--- config.mk ---
export PLATFORM = sky130hd
export DESIGN_NAME = spi_slave
export DESIGN_NICKNAME = d
export VERILOG_FILES = /design/src/rtl/spi_pkg.sv /design/src/rtl/spi_sync_edge.sv /design/src/rtl/spi_slave.sv
export SDC_FILE = /design/constraint.sdc
export NUM_CORES = 1
export LEC_CHECK = 0
export ABC_AREA = 1
export CORE_MARGIN = 3
export CORE_UTILIZATION = 35
export DETAILED_ROUTE_END_ITERATION = 8
export SLEW_MARGIN = 20
export SYNTH_ARGS = -nofsm -noshare
export SYNTH_HDL_FRONTEND = slang
export SYNTH_SLANG_ARGS = --single-unit
--- constraint.sdc ---
create_clock -name io_apb_PCLK -period 1.95 [get_ports io_apb_PCLK]
set_input_delay 0.39 -clock io_apb_PCLK [delete_from_list [all_inputs] [get_ports io_apb_PCLK]]
set_output_delay 0.39 -clock io_apb_PCLK [all_outputs]
set_load 0.005 [all_outputs]
--- src/rtl/spi_pkg.sv ---
// rtl/spi_pkg.sv - shared types and constants for the SPI responder
//
// Purpose: state encoding, flag bit positions and SPI mode constants used by
// spi_slave, spi_sync_edge and anything that reads the flags vector.
package spi_pkg;

  typedef enum logic {
    IDLE  = 1'b0,
    SHIFT = 1'b1
  } spi_state_e;

  // Bit positions inside the sticky flags vector {abort, tx_underrun, rx_overrun}.
  localparam int FLAG_OVR = 0;
  localparam int FLAG_UDR = 1;
  localparam int FLAG_ABT = 2;

  // Clock polarity: SCK idle level.
  localparam bit CPOL_LOW  = 1'b0;
  localparam bit CPOL_HIGH = 1'b1;

  // Clock phase: which SCK edge samples MOSI.
  localparam bit CPHA_LEAD_SAMPLE  = 1'b0;
  localparam bit CPHA_TRAIL_SAMPLE = 1'b1;

endpackage

--- src/rtl/spi_sync_edge.sv ---
// rtl/spi_sync_edge.sv - pin synchronizer and SCK/CS edge detector
//
// Purpose: bring SCK, CS and MOSI into the clk domain and turn them into
// single-cycle edge pulses. All outputs are registered so the pulses and the
// MOSI sample that goes with them line up in the same cycle.
// Ports:
//   clk, rst_n          system clock, asynchronous active-low reset
//   sck, cs, mosi       raw SPI pins
//   sck_lead/sck_trail  pulse on SCK leaving / returning to its idle level
//   cs_fall/cs_rise     pulse on synchronized CS falling / rising
//   cs_active           synchronized CS is low
//   mosi_s              synchronized MOSI aligned with the edge pulses
module spi_sync_edge
  import spi_pkg::*;
#(
  parameter int SYNC_STAGES = 2,
  parameter bit CPOL        = CPOL_LOW
) (
  input  logic clk,
  input  logic rst_n,
  input  logic sck,
  input  logic cs,
  input  logic mosi,
  output logic sck_lead,
  output logic sck_trail,
  output logic cs_fall,
  output logic cs_rise,
  output logic cs_active,
  output logic mosi_s
);

  localparam logic SCK_IDLE = (CPOL == CPOL_HIGH);

  logic [SYNC_STAGES-1:0] sck_sync_q, sck_sync_d;
  logic [SYNC_STAGES-1:0] cs_sync_q, cs_sync_d;
  logic [SYNC_STAGES-1:0] mosi_sync_q, mosi_sync_d;
  logic sck_last_q, sck_last_d;
  logic cs_last_q, cs_last_d;
  logic sck_lead_q, sck_lead_d;
  logic sck_trail_q, sck_trail_d;
  logic cs_fall_q, cs_fall_d;
  logic cs_rise_q, cs_rise_d;
  logic cs_active_q, cs_active_d;
  logic mosi_s_q, mosi_s_d;

  logic sck_s, cs_s;
  assign sck_s = sck_sync_q[SYNC_STAGES-1];
  assign cs_s  = cs_sync_q[SYNC_STAGES-1];

  always_comb begin
    sck_sync_d  = {sck_sync_q[SYNC_STAGES-2:0], sck};
    cs_sync_d   = {cs_sync_q[SYNC_STAGES-2:0], cs};
    mosi_sync_d = {mosi_sync_q[SYNC_STAGES-2:0], mosi};
    sck_last_d  = sck_s;
    cs_last_d   = cs_s;
    sck_lead_d  = (sck_last_q == SCK_IDLE) && (sck_s != SCK_IDLE);
    sck_trail_d = (sck_last_q != SCK_IDLE) && (sck_s == SCK_IDLE);
    cs_fall_d   = cs_last_q && !cs_s;
    cs_rise_d   = !cs_last_q && cs_s;
    cs_active_d = !cs_s;
    mosi_s_d    = mosi_sync_q[SYNC_STAGES-1];
  end

  // SCK resets to its idle level and CS to inactive so reset release never
  // fabricates an edge.
  always_ff @(posedge clk or negedge rst_n) begin
    if (!rst_n) begin
      sck_sync_q  <= {SYNC_STAGES{SCK_IDLE}};
      cs_sync_q   <= '1;
      mosi_sync_q <= '0;
      sck_last_q  <= SCK_IDLE;
      cs_last_q   <= 1'b1;
      sck_lead_q  <= 1'b0;
      sck_trail_q <= 1'b0;
      cs_fall_q   <= 1'b0;
      cs_rise_q   <= 1'b0;
      cs_active_q <= 1'b0;
      mosi_s_q    <= 1'b0;
    end else begin
      sck_sync_q  <= sck_sync_d;
      cs_sync_q   <= cs_sync_d;
      mosi_sync_q <= mosi_sync_d;
      sck_last_q  <= sck_last_d;
      cs_last_q   <= cs_last_d;
      sck_lead_q  <= sck_lead_d;
      sck_trail_q <= sck_trail_d;
      cs_fall_q   <= cs_fall_d;
      cs_rise_q   <= cs_rise_d;
      cs_active_q <= cs_active_d;
      mosi_s_q    <= mosi_s_d;
    end
  end

  assign sck_lead  = sck_lead_q;
  assign sck_trail = sck_trail_q;
  assign cs_fall   = cs_fall_q;
  assign cs_rise   = cs_rise_q;
  assign cs_active = cs_active_q;
  assign mosi_s    = mosi_s_q;

endmodule

--- src/rtl/spi_slave.sv ---
// rtl/spi_slave.sv - oversampled SPI responder with TX/RX word streams
//
// Purpose: full-duplex MSB-first SPI slave clocked by io_apb_PCLK.
// Ports:
//   io_apb_PCLK, io_apb_PRESET     clock, asynchronous active-low reset
//   SPI_SCK/SPI_CS/SPI_MOSI        pins from the master
//   SPI_MISO, SPI_MISO_OE          slave data and pad enable
//   tx_data/tx_valid/tx_ready      TX holding register write port
//   rx_data/rx_valid/rx_ready      received word stream
//   busy                           a transfer is in progress
//   flags/flags_clr                sticky {abort, tx_underrun, rx_overrun}, W1C
//   interrupt                      rx_valid or any flag
module spi_slave
  import spi_pkg::*;
#(
  parameter int DATA_WIDTH  = 8,
  parameter bit CPOL        = CPOL_LOW,
  parameter bit CPHA        = CPHA_LEAD_SAMPLE,
  parameter int SYNC_STAGES = 2
) (
  input  logic                  io_apb_PCLK,
  input  logic                  io_apb_PRESET,
  input  logic                  SPI_SCK,
  input  logic                  SPI_CS,
  input  logic                  SPI_MOSI,
  output logic                  SPI_MISO,
  output logic                  SPI_MISO_OE,
  input  logic [DATA_WIDTH-1:0] tx_data,
  input  logic                  tx_valid,
  output logic                  tx_ready,
  output logic [DATA_WIDTH-1:0] rx_data,
  output logic                  rx_valid,
  input  logic                  rx_ready,
  output logic                  busy,
  output logic [2:0]            flags,
  input  logic [2:0]            flags_clr,
  output logic                  interrupt
);

  localparam int CNT_W = $clog2(DATA_WIDTH);

  logic sck_lead, sck_trail, cs_fall, cs_rise, cs_active, mosi_s;

  spi_sync_edge #(
    .SYNC_STAGES(SYNC_STAGES),
    .CPOL       (CPOL)
  ) u_sync (
    .clk      (io_apb_PCLK),
    .rst_n    (io_apb_PRESET),
    .sck      (SPI_SCK),
    .cs       (SPI_CS),
    .mosi     (SPI_MOSI),
    .sck_lead (sck_lead),
    .sck_trail(sck_trail),
    .cs_fall  (cs_fall),
    .cs_rise  (cs_rise),
    .cs_active(cs_active),
    .mosi_s   (mosi_s)
  );

  spi_state_e            state_q, state_d;
  logic [DATA_WIDTH-1:0] tx_hold_q, tx_hold_d;
  logic                  tx_full_q, tx_full_d;
  logic [DATA_WIDTH-1:0] tx_shift_q, tx_shift_d;
  logic [DATA_WIDTH-1:0] rx_shift_q, rx_shift_d;
  logic [CNT_W-1:0]      bit_cnt_q, bit_cnt_d;
  logic [DATA_WIDTH-1:0] rx_data_q, rx_data_d;
  logic                  rx_valid_q, rx_valid_d;
  logic                  miso_q, miso_d;
  logic                  udr_pend_q, udr_pend_d;
  logic [2:0]            flags_q, flags_d;
  logic [2:0]            flag_set;

  logic                  sample_edge, shift_edge, last_bit;
  logic [DATA_WIDTH-1:0] next_word;

  assign sample_edge = (CPHA == CPHA_LEAD_SAMPLE) ? sck_lead : sck_trail;
  assign shift_edge  = (CPHA == CPHA_LEAD_SAMPLE) ? sck_trail : sck_lead;
  assign last_bit    = (bit_cnt_q == CNT_W'(DATA_WIDTH - 1));
  assign next_word   = tx_full_q ? tx_hold_q : '0;

  always_comb begin
    state_d    = state_q;
    tx_hold_d  = tx_hold_q;
    tx_full_d  = tx_full_q;
    tx_shift_d = tx_shift_q;
    rx_shift_d = rx_shift_q;
    bit_cnt_d  = bit_cnt_q;
    rx_data_d  = rx_data_q;
    rx_valid_d = rx_valid_q && !rx_ready;
    miso_d     = miso_q;
    udr_pend_d = udr_pend_q;
    flag_set   = '0;

    // A write is only accepted while empty, so it never collides with a
    // load below (which only clears tx_full when it was set).
    if (tx_valid && !tx_full_q) begin
      tx_hold_d = tx_data;
      tx_full_d = 1'b1;
    end

    unique case (state_q)
      IDLE: begin
        miso_d = 1'b0;
        if (cs_fall) begin
          state_d    = SHIFT;
          bit_cnt_d  = '0;
          rx_shift_d = '0;
          udr_pend_d = 1'b0;
          if (tx_full_q) tx_full_d = 1'b0;
          else           flag_set[FLAG_UDR] = 1'b1;
          // tx_shift holds the bits not yet driven; with CPHA=0 the MSB goes
          // out right away, so it is removed from the shifter here.
          if (CPHA == CPHA_LEAD_SAMPLE) begin
            miso_d     = next_word[DATA_WIDTH-1];
            tx_shift_d = {next_word[DATA_WIDTH-2:0], 1'b0};
          end else begin
            tx_shift_d = next_word;
          end
        end
      end
      SHIFT: begin
        if (cs_rise) begin
          state_d    = IDLE;
          miso_d     = 1'b0;
          bit_cnt_d  = '0;
          rx_shift_d = '0;
          udr_pend_d = 1'b0;
          flag_set[FLAG_ABT] = (bit_cnt_q != '0);
        end else begin
          if (shift_edge) begin
            miso_d     = tx_shift_q[DATA_WIDTH-1];
            tx_shift_d = {tx_shift_q[DATA_WIDTH-2:0], 1'b0};
          end
          if (sample_edge) begin
            rx_shift_d = {rx_shift_q[DATA_WIDTH-2:0], mosi_s};
            bit_cnt_d  = bit_cnt_q + CNT_W'(1);
            // A word-boundary reload from an empty holding register only
            // counts as an underrun once the master actually clocks that word.
            if (bit_cnt_q == '0 && udr_pend_q) begin
              flag_set[FLAG_UDR] = 1'b1;
              udr_pend_d         = 1'b0;
            end
            if (last_bit) begin
              bit_cnt_d  = '0;
              rx_data_d  = {rx_shift_q[DATA_WIDTH-2:0], mosi_s};
              rx_valid_d = 1'b1;
              if (rx_valid_q && !rx_ready) flag_set[FLAG_OVR] = 1'b1;
              tx_shift_d = next_word;
              if (tx_full_q) tx_full_d = 1'b0;
              else           udr_pend_d = 1'b1;
            end
          end
        end
      end
      default: state_d = IDLE;
    endcase

    // Set beats clear when both hit the same flag in one cycle.
    flags_d = (flags_q & ~flags_clr) | flag_set;
  end

  always_ff @(posedge io_apb_PCLK or negedge io_apb_PRESET) begin
    if (!io_apb_PRESET) begin
      state_q    <= IDLE;
      tx_hold_q  <= '0;
      tx_full_q  <= 1'b0;
      tx_shift_q <= '0;
      rx_shift_q <= '0;
      bit_cnt_q  <= '0;
      rx_data_q  <= '0;
      rx_valid_q <= 1'b0;
      miso_q     <= 1'b0;
      udr_pend_q <= 1'b0;
      flags_q    <= '0;
    end else begin
      state_q    <= state_d;
      tx_hold_q  <= tx_hold_d;
      tx_full_q  <= tx_full_d;
      tx_shift_q <= tx_shift_d;
      rx_shift_q <= rx_shift_d;
      bit_cnt_q  <= bit_cnt_d;
      rx_data_q  <= rx_data_d;
      rx_valid_q <= rx_valid_d;
      miso_q     <= miso_d;
      udr_pend_q <= udr_pend_d;
      flags_q    <= flags_d;
    end
  end

  assign SPI_MISO_OE = cs_active && (state_q == SHIFT);
  assign SPI_MISO    = miso_q && SPI_MISO_OE;
  assign tx_ready    = !tx_full_q;
  assign rx_data     = rx_data_q;
  assign rx_valid    = rx_valid_q;
  assign busy        = (state_q == SHIFT);
  assign flags       = flags_q;
  assign interrupt   = rx_valid_q || (|flags_q);

endmodule

**Word-level counts from Yosys, hierarchy flattened**

Cells that the tools add are included.

- Flip-flop bits (word level): 56
- Input bits: 18

- Mux-type cells: 52
- Bitwise gates (word level): 7
- $add $sub $neg: 1
- Reduce and logical (&&, ||, !) cells: 20
- Equal/unequal tests: 5

Operators with widths:

| kind | count |
|---|---|
| 2-to-1 mux 8 bit | 6 |
| 2-to-1 mux 1 bit | 29 |
| 2-to-1 mux 7 bit | 3 |
| one-hot mux 8 bit (2 select lines) | 1 |
| one-hot mux 7 bit (2 select lines) | 1 |
| 2-to-1 mux 3 bit | 4 |
| one-hot mux 1 bit (2 select lines) | 5 |
| logical AND 1 bit | 9 |
| != test 3 x 1 -> 1 bit, second input constant | 2 |
| one-hot mux 3 bit (2 select lines) | 1 |
| zero test 1 bit | 4 |
| 2-to-1 mux 2 bit | 2 |
| inverter 1 bit | 4 |
| AND reduction 2 bit | 2 |
| AND reduction 4 bit | 1 |
| adder 3 x 1 -> 3 bit, second input constant | 1 |
| AND 3 bit | 1 |
| equality test 3 bit, second input constant | 1 |
| zero test 3 bit | 1 |
| inverter 3 bit | 1 |
| bitwise OR 3 bit | 1 |
| nonzero test 3 bit | 1 |
| OR reduction 3 bit | 1 |
| != test 2 x 1 -> 1 bit, second input constant | 1 |
| 2 further kinds | 2 |

**Logic depth before layout (Yosys ltp)**

Gate-level depths: netlist of run 1.

- Depth after elaboration: 8
- Depth in mapped cells: 8
- Gate-level depth less buffers: 7

**Hierarchy**

Synthesis of run 1 repeated with hierarchy kept, for this count alone.

- Cell total of the unflattened synthesis: 248
- Area, all modules: 2,414.8 um^2

By module, submodules not included:

| module | cells each | area an instance (um^2) | sequential area each (um^2) | times used |
|---|---|---|---|---|
| spi_slave | 226 | 2,028.2 | 1,051.0 | 1 |
| spi_sync_edge | 22 | 386.6 | 354.1 | 1 |

**Worst setup path after synthesis of run 1**

OpenSTA, ideal clock, no wires.

- Path kind: reg2reg
- Start: register bit_cnt_q[0]
- End: register rx_data_q[0], in the netlist rx_data[0]
- Library setup time: 0.076 ns
- Arrival time: 1.290 ns
- Period minus slack after synthesis: 1.366 ns
- Stages on the path, launching flop included: 9
- Slack: 0.584 ns
- Cell sequence: dfrtp_1 -> ha_1 -> ha_1 -> nand2_2 -> nor2_4 -> inv_2 -> buf_2 -> nand2_1 -> o21ai_1

- Word-level cells in the longest chain between the ends: 2

Ends and longest elaborated chain:

| element | line | RTL |
|---|---|---|
| from (decl) | spi_slave.sv:66 | `logic [CNT_W-1:0] bit_cnt_q, bit_cnt_d;` |
| from (signal assigned) | spi_slave.sv:182 | `bit_cnt_q <= bit_cnt_d;` |
| equality test 3 bit | spi_slave.sv:79 | `assign last_bit = (bit_cnt_q == CNT_W'(DATA_WIDTH - 1));` |
| AND reduction 4 bit (no source line) | - |  |
| to (signal assigned) | spi_slave.sv:183 | `rx_data_q <= rx_data_d;` |
| to (decl) | spi_slave.sv:67 | `logic [DATA_WIDTH-1:0] rx_data_q, rx_data_d;` |

Every way passes these cells.
A chain may end at the register's enable or synchronous reset.

**Worst setup path in the final report of run 1**

- Start: register tx_full_q
- End: output tx_ready

- Word-level cells in the longest chain between the ends: 1

Ends and longest elaborated chain:

| element | line | RTL |
|---|---|---|
| from (decl) | spi_slave.sv:63 | `logic tx_full_q, tx_full_d;` |
| from (signal assigned) | spi_slave.sv:179 | `tx_full_q <= tx_full_d;` |
| zero test 1 bit | spi_slave.sv:193 | `assign tx_ready = !tx_full_q;` |
| to (decl) | spi_slave.sv:30 | `output logic tx_ready,` |

Every way passes these cells.

==> results of run 1 <==
==> power groups by stage <==
stage / clock (mW) / sequential, mW / combinational (mW)
floorplan: 0 / 1.48 / 0.517
global placement: 0 / 1.53 / 0.674
detailed placement: 0 / 1.54 / 0.680
CTS: 0.684 / 1.52 / 0.681
global route: 0.730 / 1.56 / 0.766
finish: 0.660 / 1.52 / 0.675
==> what timing repair did <==
| action | 4_1_cts | 5_1_grt |
|---|---|---|
| setup endpoints to repair | 0 | 2 |
| gates resized for setup | 0 | 3 |
| hold buffers | 0 | 0 |
==> flip-flops by register name, indices dropped and copies added, names as in the netlist, 2 cells and up <==
signal and cells:
rx_data 8, tx_hold_q 8, tx_shift_q 8, rx_shift_q 7, bit_cnt_q 3, flags 3, u_sync.cs_sync_q 2, u_sync.mosi_sync_q 2
u_sync.sck_sync_q 2
==> cell families (layout without fill, tap and decap cells) <==
kind of cell | count (synthesis) | after routing | synth area share [%]
AO/OA/AOI/OAI | 29 | 29 | 6.60
adder cells (fa/ha/maj) | 4 | 4 | 2.08
buffers and inverters | 37 | 74 | 6.86
flip-flops | 56 | 56 | 58.4
multiplexers | 8 | 8 | 3.74
AND/OR/NAND/NOR | 125 | 125 | 22.3
==> worst max-delay path: stages (launching register included) <==
cell and delay (ps):
dfrtp_2 480, inv_1 160, clkdlybuf4s50_1 520
==> cell type report <==
class / count / area [sq um]
fill: 635 / 3580
inverter: 30 / 113
clock buffer: 6 / 82.6
tap: 77 / 96.3
sequential: 56 / 1410
timing repair buffer: 36 / 365
multi-input combinational: 166 / 837
clock inverter: 2 / 13.8
==> path summary, 6_finish.rpt <==
check | startpoint | end | slack [ps] | depth (start not counted)
max | tx_full_q | tx_ready | 90 | 2
min | io_apb_PRESET | rx_valid | 60 | 2
max reg2reg | bit_cnt_q[0] | tx_shift_q[1] | 390 | 7
min reg2reg | u_sync.mosi_sync_q[1] | u_sync.mosi_s | 360 | 0
max in group asynchronous | io_apb_PRESET | u_sync.cs_sync_q[1] | 1590 | 2
min in group io_apb_PCLK | u_sync.mosi_sync_q[1] | u_sync.mosi_s | 360 | 0
==> cell usage in the layout (no fill, tap or decap), types with 2 or more instances in the layout <==
| cell | count |
|---|---|
| clkbuf_8 | 6 |
| o21ai_1 | 11 |
| inv_2 | 5 |
| nand2_2 | 4 |
| ha_1 | 4 |
| o22ai_1 | 3 |
| nor2_4 | 2 |
| dfstp_2 | 3 |
| mux2_2 | 8 |
| nor2_1 | 16 |
| dfrtp_2 | 2 |
| a21oi_1 | 7 |
| nand2_1 | 73 |
| dfrtp_1 | 51 |
| inv_1 | 24 |
| nand3_1 | 26 |
| clkdlybuf4s50_1 | 32 |
| o21ai_0 | 6 |
==> layer usage <==
metal | track usage (%) | share of wire [%] | up-vias | wire length [um]
met5 | 0 | 0 | - | 0
met4 | 3.65 | 1.1 | 0 | 50
met3 | 3.78 | 4.9 | 4 | 230
met2 | 19.4 | 43 | 43 | 1990
met1 | 18.7 | 51 | 831 | 2380
li1 | - | - | 899 | -
==> impl_table.tex, run 1 <==
\begin{tabular}{lr}
\hline
Metric & Value \\
\hline
\multicolumn{2}{l}{\textbf{Run status}} \\
\quad Run status & finished, final reports clean \\
\multicolumn{2}{l}{\textbf{Synthesis}} \\
\quad Post-synthesis cell count & 259 \\
\quad Most repeated cell in the gate-level netlist after synthesis & nand2\_1 \\
\quad Post-synthesis area per instance & 9.29 sq um \\
\quad Most used flip-flop cell after synthesis & dfrtp\_1 \\
\quad Synthesized Nets & 281 \\
\quad Area fraction of the dominant cell type after synthesis & 55.1\% \\
\quad Number of synthesized flops with an enable pin & 0 \\
\quad Most instantiated cells after synthesis & nand2\_1 (73), dfrtp\_1 (53), nand3\_1 (26) \\
\quad Post-synthesis sequential element count & 56 \\
\quad Top cells by area, synth & dfrtp\_1 (55\%), nand2\_1 (11\%), nand3\_1 (5.4\%), inv\_1 (3.7\%), mux2\_2 (3.7\%) \\
\quad Synth Warn \# & 0 \\
\quad Total standard cell area after synthesis & 0.00241 sq mm \\
\quad Register area share after synthesis & 58.4\% \\
\quad Area leader, netlist & dfrtp\_1 \\
\quad Share of flip-flops with an asynchronous set or reset after synthesis & 100\% \\
\quad Count of cell types in the netlist & 25 \\
\multicolumn{2}{l}{\textbf{Routing}} \\
\quad Via-to-Cell Ratio & 4.76 \\
\quad Residual DRC & 0 \\
\quad Total Wirelength & 4.65 mm \\
\quad Initial DRC count & 108 \\
\quad Remaining antenna violation count & 0 \\
\quad Detailed-router iteration count before antenna repair & 4 \\
\quad WL/cell & 12.5 um \\
\quad Total via count in the routed design & 1777 \\
\multicolumn{2}{l}{\textbf{Final layout}} \\
\quad Signed area change from the synthesized netlist to the final layout & 21.1\% \\
\quad Non-filler instance count after layout & 373 \\
\quad Final Cell Area & 0.00292 sq mm \\
\quad Utilization after layout & 44.9\% \\
\quad Post-layout nets & 317 \\
\quad Share of post-route cells with drive strength above 1 & 12.8\% \\
\quad Diodes inserted & 0 \\
\multicolumn{2}{l}{\textbf{Critical path}} \\
\quad Crit-path max FO & 10 \\
\quad Required time at the endpoint of the critical path & 1560 ps \\
\quad CP startpoint kind & register \\
\quad Critical setup path kind & reg -> out \\
\quad CP Data Arrival Time & 1470 ps \\
\quad Sort of element at the end of the critical path & output pin \\
\multicolumn{2}{l}{\textbf{STA}} \\
\quad Final Max Tran Viols & 0 \\
\quad Clock Skew & 8.99 ps \\
\quad Number of failing hold endpoints at the final stage & 0 \\
\quad Part of the cycle the worst path needs & 95.5\% \\
\quad Worst-case headroom to the max-slew limit & 62.3\% \\
\quad Highest Clock Rate & 537 MHz \\
\quad RSZ-0062 raised after global routing & no \\
\quad Final-layout worst hold slack & 62.7 ps \\
\quad Min cycle time layout & 1860 ps \\
\quad Final worst slack & 86.9 ps \\
\quad Least-Margin Pin Slew & 565 ps \\
\quad Total setup violations reported at the end of the flow & 0 \\
\quad Fin Setup TNS & 0 ps \\
\multicolumn{2}{l}{\textbf{Clocking}} \\
\quad Worst-skew pair later-pin latency & 310 ps \\
\quad Maximum clock path buffer count & 2 \\
\quad TritonCTS clock tree & yes \\
\quad Post-CTS setup buffers & 0 \\
\quad Level count of the clock H-tree & 2 \\
\quad CTS Buf Count & 5 \\
\quad Clk pin slew, worst setup/hold paths & 100 ps \\
\quad Sinks on Clock Net & 56 \\
\quad CTS Root Cell & clkbuf\_8 \\
\multicolumn{2}{l}{\textbf{Global route}} \\
\quad Global-route wire length before repair & 8.03 mm \\
\quad Maximum number of pins on one net before global-route repair & 57 \\
\quad Tot GR Track Use & 13.1\% \\
\quad Number of global-route vias before repair & 1686 \\
\quad Antenna violations before repair & 0 \\
\quad Residual overflow from global routing & 0 \\
\multicolumn{2}{l}{\textbf{Floorplan}} \\
\quad Starting Density & 37.1\% \\
\quad Standard-cell rows & 29 \\
\quad \# IOs & 35 \\
\quad Die height & 88.9 um \\
\quad Width of the die & 88.9 um \\
\quad Die area & 0.00791 sq mm \\
\quad Standard cell core area & 0.00649 sq mm \\
\multicolumn{2}{l}{\textbf{Job}} \\
\quad Max-cap violations & 0 \\
\multicolumn{2}{l}{\textbf{Placed design}} \\
\quad Final weighted congestion of routability-driven global placement & 0.799 \\
\quad Post-detail-place hpwl & 3.27 mm \\
\quad Worst slack at placement & 391 ps \\
\quad Standard cell area after detailed placement & 0.00281 sq mm \\
\quad Total of buffers placed on input and output ports & 34 \\
\quad Cell total after placement & 365 \\
\multicolumn{2}{l}{\textbf{Pwr}} \\
\quad Seq pwr share & 53.3\% \\
\quad Post-layout power & 2.86 mW \\
\quad Combinational cell fraction of total power & 23.6\% \\
\quad Highest ir drop seen on vdd & 0.000545 V \\
\quad Reported net switching power & 0.884 mW \\
\quad Leak Pwr & 1.38 nW \\
\quad Switching Fraction & 30.9\% \\
\quad PD cells & 980 mW/mm\^{}2 \\
\quad Design internal power & 1.97 mW \\
\quad Share of power burned in the clock network & 23.1\% \\
\multicolumn{2}{l}{\textbf{Min path}} \\
\quad Class of the most critical hold timing path & in -> async \\
\hline
\end{tabular}
Note: power is estimated with default switching activity, not from simulation.
==> inputs of run 2 (changes only) <==
Settings changed: CORE_UTILIZATION 35 to 48, PLACE_DENSITY from default to 0.72, SKIP_LAST_GASP from default to 1, SLEW_MARGIN 20 to default.
==> run 2 against run 1 <==
Effect of this change:
- register-to-register slack about the same
- largest power group unchanged
- sequential share of layout area increased by 0.19 points
- worst setup slack better by 31 ps
- first-iteration DRC count shrank 19%
- power decreased by 1.7%
- via count shrank 0.68%
==> impl_table.tex, run 2 (synthesis gave the netlist of run 1 again) <==
\begin{tabular}{lr}
\hline
Metric & Value \\
\hline
\multicolumn{2}{l}{\textbf{STA}} \\
\quad Min cycle time layout & 1830 ps \\
\quad Part of the cycle the worst path needs & 94.0\% \\
\quad Number of failing hold endpoints at the final stage & 0 \\
\quad Highest Clock Rate & 546 MHz \\
\quad RSZ-0062 raised after global routing & yes \\
\quad Total setup violations reported at the end of the flow & 0 \\
\quad Final worst slack & 118 ps \\
\quad Final Max Tran Viols & 0 \\
\quad Fin Setup TNS & 0 ps \\
\quad Least-Margin Pin Slew & 538 ps \\
\quad Clock Skew & 3.98 ps \\
\quad Worst-case headroom to the max-slew limit & 64.1\% \\
\multicolumn{2}{l}{\textbf{Placed design}} \\
\quad Post-detail-place hpwl & 3.23 mm \\
\quad Final weighted congestion of routability-driven global placement & 0.846 \\
\quad Total of buffers placed on input and output ports & 34 \\
\quad Worst slack at placement & 398 ps \\
\multicolumn{2}{l}{\textbf{Floorplan}} \\
\quad \# IOs & 35 \\
\quad Die area & 0.00590 sq mm \\
\quad Starting Density & 50.3\% \\
\quad Width of the die & 76.8 um \\
\quad Standard cell core area & 0.00479 sq mm \\
\quad Die height & 76.8 um \\
\quad Standard-cell rows & 25 \\
\multicolumn{2}{l}{\textbf{Run status}} \\
\quad Run status & finished, final reports clean \\
\multicolumn{2}{l}{\textbf{Clocking}} \\
\quad CTS Root Cell & clkbuf\_8 \\
\quad Level count of the clock H-tree & 2 \\
\quad Maximum clock path buffer count & 2 \\
\quad Sinks on Clock Net & 56 \\
\quad Worst-skew pair later-pin latency & 310 ps \\
\quad TritonCTS clock tree & yes \\
\quad CTS Buf Count & 5 \\
\quad Clk pin slew, worst setup/hold paths & 90 ps \\
\multicolumn{2}{l}{\textbf{Global route}} \\
\quad Global-route wire length before repair & 7.93 mm \\
\quad Number of global-route vias before repair & 1785 \\
\quad Tot GR Track Use & 17.0\% \\
\quad Residual overflow from global routing & 0 \\
\quad Antenna violations before repair & 0 \\
\quad Maximum number of pins on one net before global-route repair & 41 \\
\multicolumn{2}{l}{\textbf{Final layout}} \\
\quad Storage element area & 0.00141 sq mm \\
\quad Most common library cell in the layout ignoring fill and taps & nand2\_1 \\
\quad Commonest cells after routing, fill and taps aside & nand2\_1 (73), dfrtp\_1 (52), clkdlybuf4s50\_1 (33) \\
\quad Area of combinational cells with multiple inputs & 837 sq um \\
\quad Share of post-route cells with drive strength above 1 & 12.5\% \\
\quad Filler Cell Count & 429 \\
\quad Signed area change from the synthesized netlist to the final layout & 20.5\% \\
\quad Diodes inserted & 0 \\
\quad Post-layout nets & 318 \\
\quad Utilization after layout & 60.6\% \\
\multicolumn{2}{l}{\textbf{Pwr}} \\
\quad Leak Pwr & 1.36 nW \\
\quad Combinational cell fraction of total power & 23.7\% \\
\quad Seq pwr share & 54.2\% \\
\quad PD cells & 968 mW/mm\^{}2 \\
\quad Design internal power & 1.94 mW \\
\quad Reported net switching power & 0.872 mW \\
\quad Highest ir drop seen on vdd & 0.000662 V \\
\quad Switching Fraction & 31.0\% \\
\quad Share of power burned in the clock network & 22.1\% \\
\multicolumn{2}{l}{\textbf{Job}} \\
\quad Max-cap violations & 0 \\
\multicolumn{2}{l}{\textbf{Routing}} \\
\quad Remaining antenna violation count & 0 \\
\quad Residual DRC & 0 \\
\quad Total Wirelength & 4.47 mm \\
\quad Initial DRC count & 88 \\
\quad Detailed-router iteration count before antenna repair & 4 \\
\quad WL/cell & 12.3 um \\
\quad Total via count in the routed design & 1765 \\
\quad Via-to-Cell Ratio & 4.85 \\
\multicolumn{2}{l}{\textbf{Critical path}} \\
\quad Critical setup path kind & reg -> out \\
\quad CP startpoint kind & register \\
\quad CP Data Arrival Time & 1440 ps \\
\quad Sort of element at the end of the critical path & output pin \\
\quad Crit-path max FO & 10 \\
\quad Required time at the endpoint of the critical path & 1560 ps \\
\multicolumn{2}{l}{\textbf{Min path}} \\
\quad Class of the most critical hold timing path & reg -> reg \\
\hline
\end{tabular}
==> run 2: what timing repair did <==
action                     4_1_cts  5_1_grt
resized for setup                0        2
hold endpoints to repair        16        0
setup endpoints to repair        0        2
setup buffers                    0        0
hold buffers                     1        0
==> run 2: path summary, 6_finish.rpt <==
check                                       from                     to  slack [ps]  cells after the start
max                                    tx_full_q               tx_ready         120                      2
min                        u_sync.mosi_sync_q[0]  u_sync.mosi_sync_q[1]         350                      0
max reg2reg                         bit_cnt_q[0]          tx_shift_q[4]         380                      7
min reg2reg                u_sync.mosi_sync_q[0]  u_sync.mosi_sync_q[1]         350                      0
max in group asynchronous          io_apb_PRESET       u_sync.cs_last_q         820                      3
min in group asynchronous          io_apb_PRESET             rx_data[6]         530                      2
==> run 2: area by class of cell <==
| type | count | area share, % |
|---|---|---|
| flip-flops and latches | 56 | 48.5 |
| multi-input cells | 166 | 28.8 |
| repair buffers | 37 | 12.9 |
| inverters | 30 | 3.88 |
| well taps | 67 | 2.89 |
| clock buffers | 6 | 2.50 |
| clock inverters | 2 | 0.561 |
==> run 2: critical path, stage by stage, from the launching register on <==
cell	delay (ps)
dfrtp_1	490
inv_2	140
clkdlybuf4s50_1	510
==> run 2: power groups by stage <==
stage	Combinational (mW)	Sequential [mW]	Clock [mW]
finish	0.666	1.52	0.620
detailed placement	0.663	1.54	0
floorplan	0.517	1.48	0
CTS	0.669	1.52	0.643
global route	0.764	1.56	0.689
global placement	0.657	1.53	0
==> run 2: layer usage <==
metal / share of wire [%] / wire length (um) / vias up / GRT usage [%]
met2: 47 / 2080 / 61 / 27.2
met4: 1.4 / 62 / 0 / 7.79
li1: - / - / 897 / -
met5: 0 / 0 / - / 0
met3: 5.7 / 253 / 4 / 4.69
met1: 46 / 2080 / 803 / 21.5
==> run 2: through the flow <==
step	cells	hold WS [ps]	power (mW)	instance area, sq um
after floorplan	259	94.4	2.00	2410
after global placement	355	333	2.19	2800
after detailed placement	355	333	2.21	2800
after CTS	364	357	2.83	2900
after global routing	364	367	3.01	2900
final	364	355	2.81	2900
==> inputs of run 3 (changes only) <==
Settings changed: CTS_CLUSTER_SIZE from default to 8, GPL_TIMING_DRIVEN from default to 1.
==> results of run 3 <==
Final layout, timing and power as in run 2 (identical DEF).
